File: src/rtl/bist_pkg.sv
// Shared types and constants for the ALU BIST output response analyzer.
package bist_pkg;

  localparam int unsigned MISR_W = 17;

  // Feedback taps for x^17 + x^3 + 1: the MSB folds back into bits 0 and 3.
  localparam logic [MISR_W-1:0] MISR_POLY = 17'h00009;

  typedef enum logic [2:0] {
    IDLE,
    LOAD,
    RUN,
    CMP,
    DONE
  } state_t;

endpackage

File: src/rtl/misr_17bit.sv
// 17-bit multiple-input signature register with a synchronous seed load.
import bist_pkg::*;

module misr_17bit (
  input  logic              clk,
  input  logic              rst,
  input  logic              load,
  input  logic              en,
  input  logic [MISR_W-1:0] seed,
  input  logic [MISR_W-1:0] d,
  output logic [MISR_W-1:0] q
);

  logic [MISR_W-1:0] nxt;

  always_comb begin
    nxt = {q[MISR_W-2:0], 1'b0} ^ (q[MISR_W-1] ? MISR_POLY : '0) ^ d;
  end

  always_ff @(posedge clk) begin
    if (rst) begin
      q <= '0;
    end else if (load) begin
      q <= seed;
    end else if (en) begin
      q <= nxt;
    end
  end

endmodule

File: src/rtl/bist_misr_analyzer.sv
// Compacts {cout, result} into a MISR for N_PATTERNS cycles, then checks the golden signature.
import bist_pkg::*;

module bist_misr_analyzer #(
  parameter int unsigned       N_PATTERNS = 256,
  parameter logic [MISR_W-1:0] SEED       = 17'h00000,
  parameter logic [MISR_W-1:0] GOLDEN_SIG = 17'h00000
) (
  input  logic              clk,
  input  logic              rst,
  input  logic              start,
  input  logic [15:0]       result,
  input  logic              cout,
  output logic [MISR_W-1:0] sig,
  output logic              busy,
  output logic              done,
  output logic              pass
);

  localparam logic [15:0] LAST_CNT = 16'(N_PATTERNS - 1);

  state_t      state_q;
  state_t      state_d;
  logic [15:0] count_q;
  logic        pass_q;
  logic        load_en;
  logic        cap_en;
  logic        start_acc;

  always_ff @(posedge clk) begin
    if (rst) begin
      state_q <= IDLE;
    end else begin
      state_q <= state_d;
    end
  end

  always_comb begin
    state_d   = state_q;
    load_en   = 1'b0;
    cap_en    = 1'b0;
    start_acc = 1'b0;
    busy      = 1'b0;
    done      = 1'b0;
    unique case (state_q)
      IDLE: begin
        if (start) begin
          start_acc = 1'b1;
          state_d   = LOAD;
        end
      end
      LOAD: begin
        busy    = 1'b1;
        load_en = 1'b1;
        state_d = RUN;
      end
      RUN: begin
        busy   = 1'b1;
        cap_en = 1'b1;
        if (count_q == LAST_CNT) begin
          state_d = CMP;
        end
      end
      CMP: begin
        busy    = 1'b1;
        state_d = DONE;
      end
      DONE: begin
        done = 1'b1;
        if (start) begin
          start_acc = 1'b1;
          state_d   = LOAD;
        end
      end
      default: state_d = IDLE;
    endcase
  end

  // The counter runs one past LAST_CNT on the final capture; 16 bits cover N_PATTERNS=65535 without wrap.
  always_ff @(posedge clk) begin
    if (rst) begin
      count_q <= '0;
    end else if (load_en) begin
      count_q <= '0;
    end else if (cap_en) begin
      count_q <= count_q + 16'd1;
    end
  end

  always_ff @(posedge clk) begin
    if (rst) begin
      pass_q <= 1'b0;
    end else if (start_acc) begin
      pass_q <= 1'b0;
    end else if (state_q == CMP) begin
      pass_q <= (sig == GOLDEN_SIG);
    end
  end

  assign pass = pass_q;

  misr_17bit u_misr (
    .clk  (clk),
    .rst  (rst),
    .load (load_en),
    .en   (cap_en),
    .seed (SEED),
    .d    ({cout, result}),
    .q    (sig)
  );

endmodule

File: config.mk
export PLATFORM = sky130hd
export DESIGN_NAME = bist_misr_analyzer
export DESIGN_NICKNAME = d
export VERILOG_FILES = /design/src/rtl/bist_pkg.sv /design/src/rtl/misr_17bit.sv /design/src/rtl/bist_misr_analyzer.sv
export SDC_FILE = /design/constraint.sdc
export NUM_CORES = 1
export LEC_CHECK = 0
export ABC_AREA = 1
export BUFFER_PORTS_ARGS = -buffer_cell sky130_fd_sc_hd__clkbuf_2
export CAP_MARGIN = 40
export CORE_MARGIN = 3
export CORE_UTILIZATION = 25
export CTS_CLUSTER_SIZE = 24
export DETAILED_ROUTE_END_ITERATION = 16
export PLACE_DENSITY = 0.41
export SYNTH_ARGS = -nofsm -noshare
export SYNTH_HDL_FRONTEND = slang
export SYNTH_HIERARCHICAL = 1
export SYNTH_SLANG_ARGS = --single-unit
File: constraint.sdc
create_clock -name clk -period 3.1 [get_ports clk]
set_clock_uncertainty 0.2 [all_clocks]
set_input_delay 0.155 -clock clk [delete_from_list [all_inputs] [get_ports clk]]
set_output_delay 0.155 -clock clk [all_outputs]
set_load 0.005 [all_outputs]
==> impl_metrics.json <==
{
  "die_area_sq_mm": 0.00913,
  "fin_total_pwr_uw": 1220,
  "reg2reg_from": "state_q[1]",
  "synth_area_leaders": "dfxtp_1 37%, nand2_1 9.4%, a21oi_1 7.2%",
  "synth_top_area_cell": "dfxtp_1",
  "drt_first_pass_iters": 4,
  "synth_cell_types": 33,
  "path_max_fanout": 19,
  "min_path_type": "primary input to flop",
  "min_path_cells": 5,
  "io_buffers": 39,
  "grt_max_degree": 22,
  "max_slew.worst_pin.slew_ps": 699,
  "reg2reg_depth": 6,
  "clk_pin_slew_ps": 70,
  "grt_pass1_wl_microns": 9090,
  "fmax_ghz": 0.487,
  "die_x_microns": 95.6,
  "rrSetupSlack_ps": 1050,
  "max_stage_delay_ps": 480,
  "drt_iter0_drc": 50,
  "clock_latency_ps": 290,
  "tritoncts": "done",
  "antenna_found_initial": 0,
  "area_growth_pct": 28.8,
  "diodes": 0,
  "p_leak_uw": 0.00112,
  "nets": 363,
  "startpoint": "state_q[1]",
  "rsz0062_at_grt": "false",
  "ys_async_sr_fraction_pct": 0,
  "postCtsSetupBuffers": 0,
  "initial_core_util_pct": 25.8,
  "grt_pass1_vias": 1922,
  "ant_nets": 0,
  "h-tree-depth": 2,
  "drcViolationCount": 0,
  "slew_viol_final": 0,
  "synth_cells": 270,
  "fin_crit_ps": 2050,
  "yosys.cell_count.top_type": "nand2_1",
  "crit_chain": "inv_2 -> nand3_2 -> inv_1 -> nor2_4 -> a22oi_1 -> a21oi_1",
  "gr-total-overflow": 0,
  "drive_above_1_share_pct": 20.5,
  "avgSynthCellArea_sq_um": 7.43,
  "cts_buffer_depth": 2,
  "synth_edf_count": 0,
  "routed_wl_microns": 5260,
  "synth_top_area_share_pct": 36.9,
  "via_per_inst": 4.35,
  "finalSetupViolations": 0,
  "synthTopCellsByCount": "50 x nand2_1, 37 x dfxtp_1, 29 x a21oi_1",
  "gr-usage-all-layers_pct": 12.8,
  "whs_endpoint": "u_misr/q[3]",
  "worstSetupStartpointType": "flop",
  "crit_type": "flop to flop",
  "synth_area_sq_mm": 0.00201,
  "critical_path_arrival_ps": 2060,
  "row_count": 32,
  "p_per_area_mw_per_mm2": 472,
  "hp-start": "result[3]",
  "dpl.hpwl_microns": 3810,
  "hold_violations": 0,
  "cp_slowest_cell": "nor2_4",
  "vias": 1928,
  "outcome": "finished, final reports clean",
  "final.period_utilization_pct": 66.2,
  "die_h_microns": 95.6,
  "numClockSinks": 37,
  "crit_path_end_kind": "flop",
  "maxCapViolCount": 0,
  "routedWlPerCell_microns": 11.9,
  "ioPinCount": 40,
  "relSlewSlack_pct": 53.3,
  "core-area_sq_mm": 0.00777,
  "ir_drop_mv": 0.172,
  "nFillCells": 863,
  "cts_made_buffers": 5,
  "critical_path_required_ps": 3100,
  "fin_tns_setup_ps": 0,
  "ys_ff_latch": 37,
  "synth-seq-area-share_pct": 36.9,
  "synth_flop_cell": "dfxtp_1",
  "gp_congestion": 0.725,
  "r2r_end": "u_misr/q[15]",
  "cts_root_buf": "clkbuf_8",
  "yosysWarnings": 6
}
## flip-flops by register name, indices dropped and copies added, names as in the netlist
register / flops
count_q: 16
pass: 1
state_q: 3
u_misr/q: 17
## per-layer routing
metal,up-vias,wire length [microns],track usage [%]
li1,1025,-,-
met1,853,2520,16.1
met2,42,2440,21.2
met3,8,213,2.84
met4,0,79,4.74
met5,-,0,0
## what timing repair did
action / 4_1_cts / 5_1_grt
setup endpoints to repair: 0 / 0
hold buffers: 17 / 0
gates resized for setup: 0 / 0
endpoints found under the hold margin: 18 / 0
## stage by stage
stage | hold WS (ps) | utilization [%] | std cells | cell area (sq um) | setup slack, ps
2_1_floorplan | 24.1 | - | 286 | 2070 | 1540
3_3_place_gp | 251 | 30.1 | 420 | 2340 | 1120
3_5_place_dp | 249 | 30.1 | 420 | 2340 | 1070
4_1_cts | 86.8 | 33.2 | 443 | 2580 | 1060
5_1_grt | 140 | 33.2 | 443 | 2580 | 891
6_report | 94.6 | 33.2 | 443 | 2580 | 1050
## cells in the final DEF, fill, tap and decap left out, drive strengths merged
master	n
nand2	54
clkbuf	44
dfxtp	37
nor2	36
a21oi	30
inv	30
dlygate4sd3	17
a22oi	17
conb	17
xor2	16
nand4	10
nor3	10
nand3	10
o21ai	6
nand3b	2
and3	1
nor3b	1
o211ai	1
ha	1
clkinv	1
## worst max-delay path: cells and delay by family (launching register included)
family,cells,cell delay (ps)
buffers and inverters,2,410
and+or+nand+nor,2,590
AOI/OAI and AO/OA,2,300
DFF,1,470
## where the power goes
| group | switching (uW) | internal, uW |
|---|---|---|
| combinational | 183 | 139 |
| clock | 174 | 148 |
| sequential | 58.7 | 516 |
## area by class of cell
| type | instances | area (sq um) | share of cell area [%] |
|---|---|---|---|
| sequential | 37 | 741 | 28.7 |
| timing repair buffer | 56 | 365 | 14.1 |
| inverter | 30 | 113 | 4.36 |
| clock buffer | 5 | 68.8 | 2.66 |
| clock inverter | 1 | 5.00 | 0.194 |
| multi-input combinational | 212 | 1160 | 45.0 |
| tap | 102 | 128 | 4.94 |
## logic make-up after synthesis
kind of cell,share of synthesized area (%)
compound gates,15.9
xor+xnor,6.99
fa+ha+maj,0.624
buf+inv,8.11
flops,36.9
other cells,0.187
simple gates,31.3
## worst max path at each step
stage | to | slack, ps | depth (start not counted)
after floorplan | u_misr/q[2] | 1540 | 8
final | u_misr/q[15] | 1050 | 6
after global routing | u_misr/q[10] | 890 | 6
after CTS | u_misr/q[15] | 1060 | 5
after global placement | u_misr/q[10] | 1120 | 5
after detailed placement | u_misr/q[10] | 1070 | 5
Power figures use the tool's default switching activity.
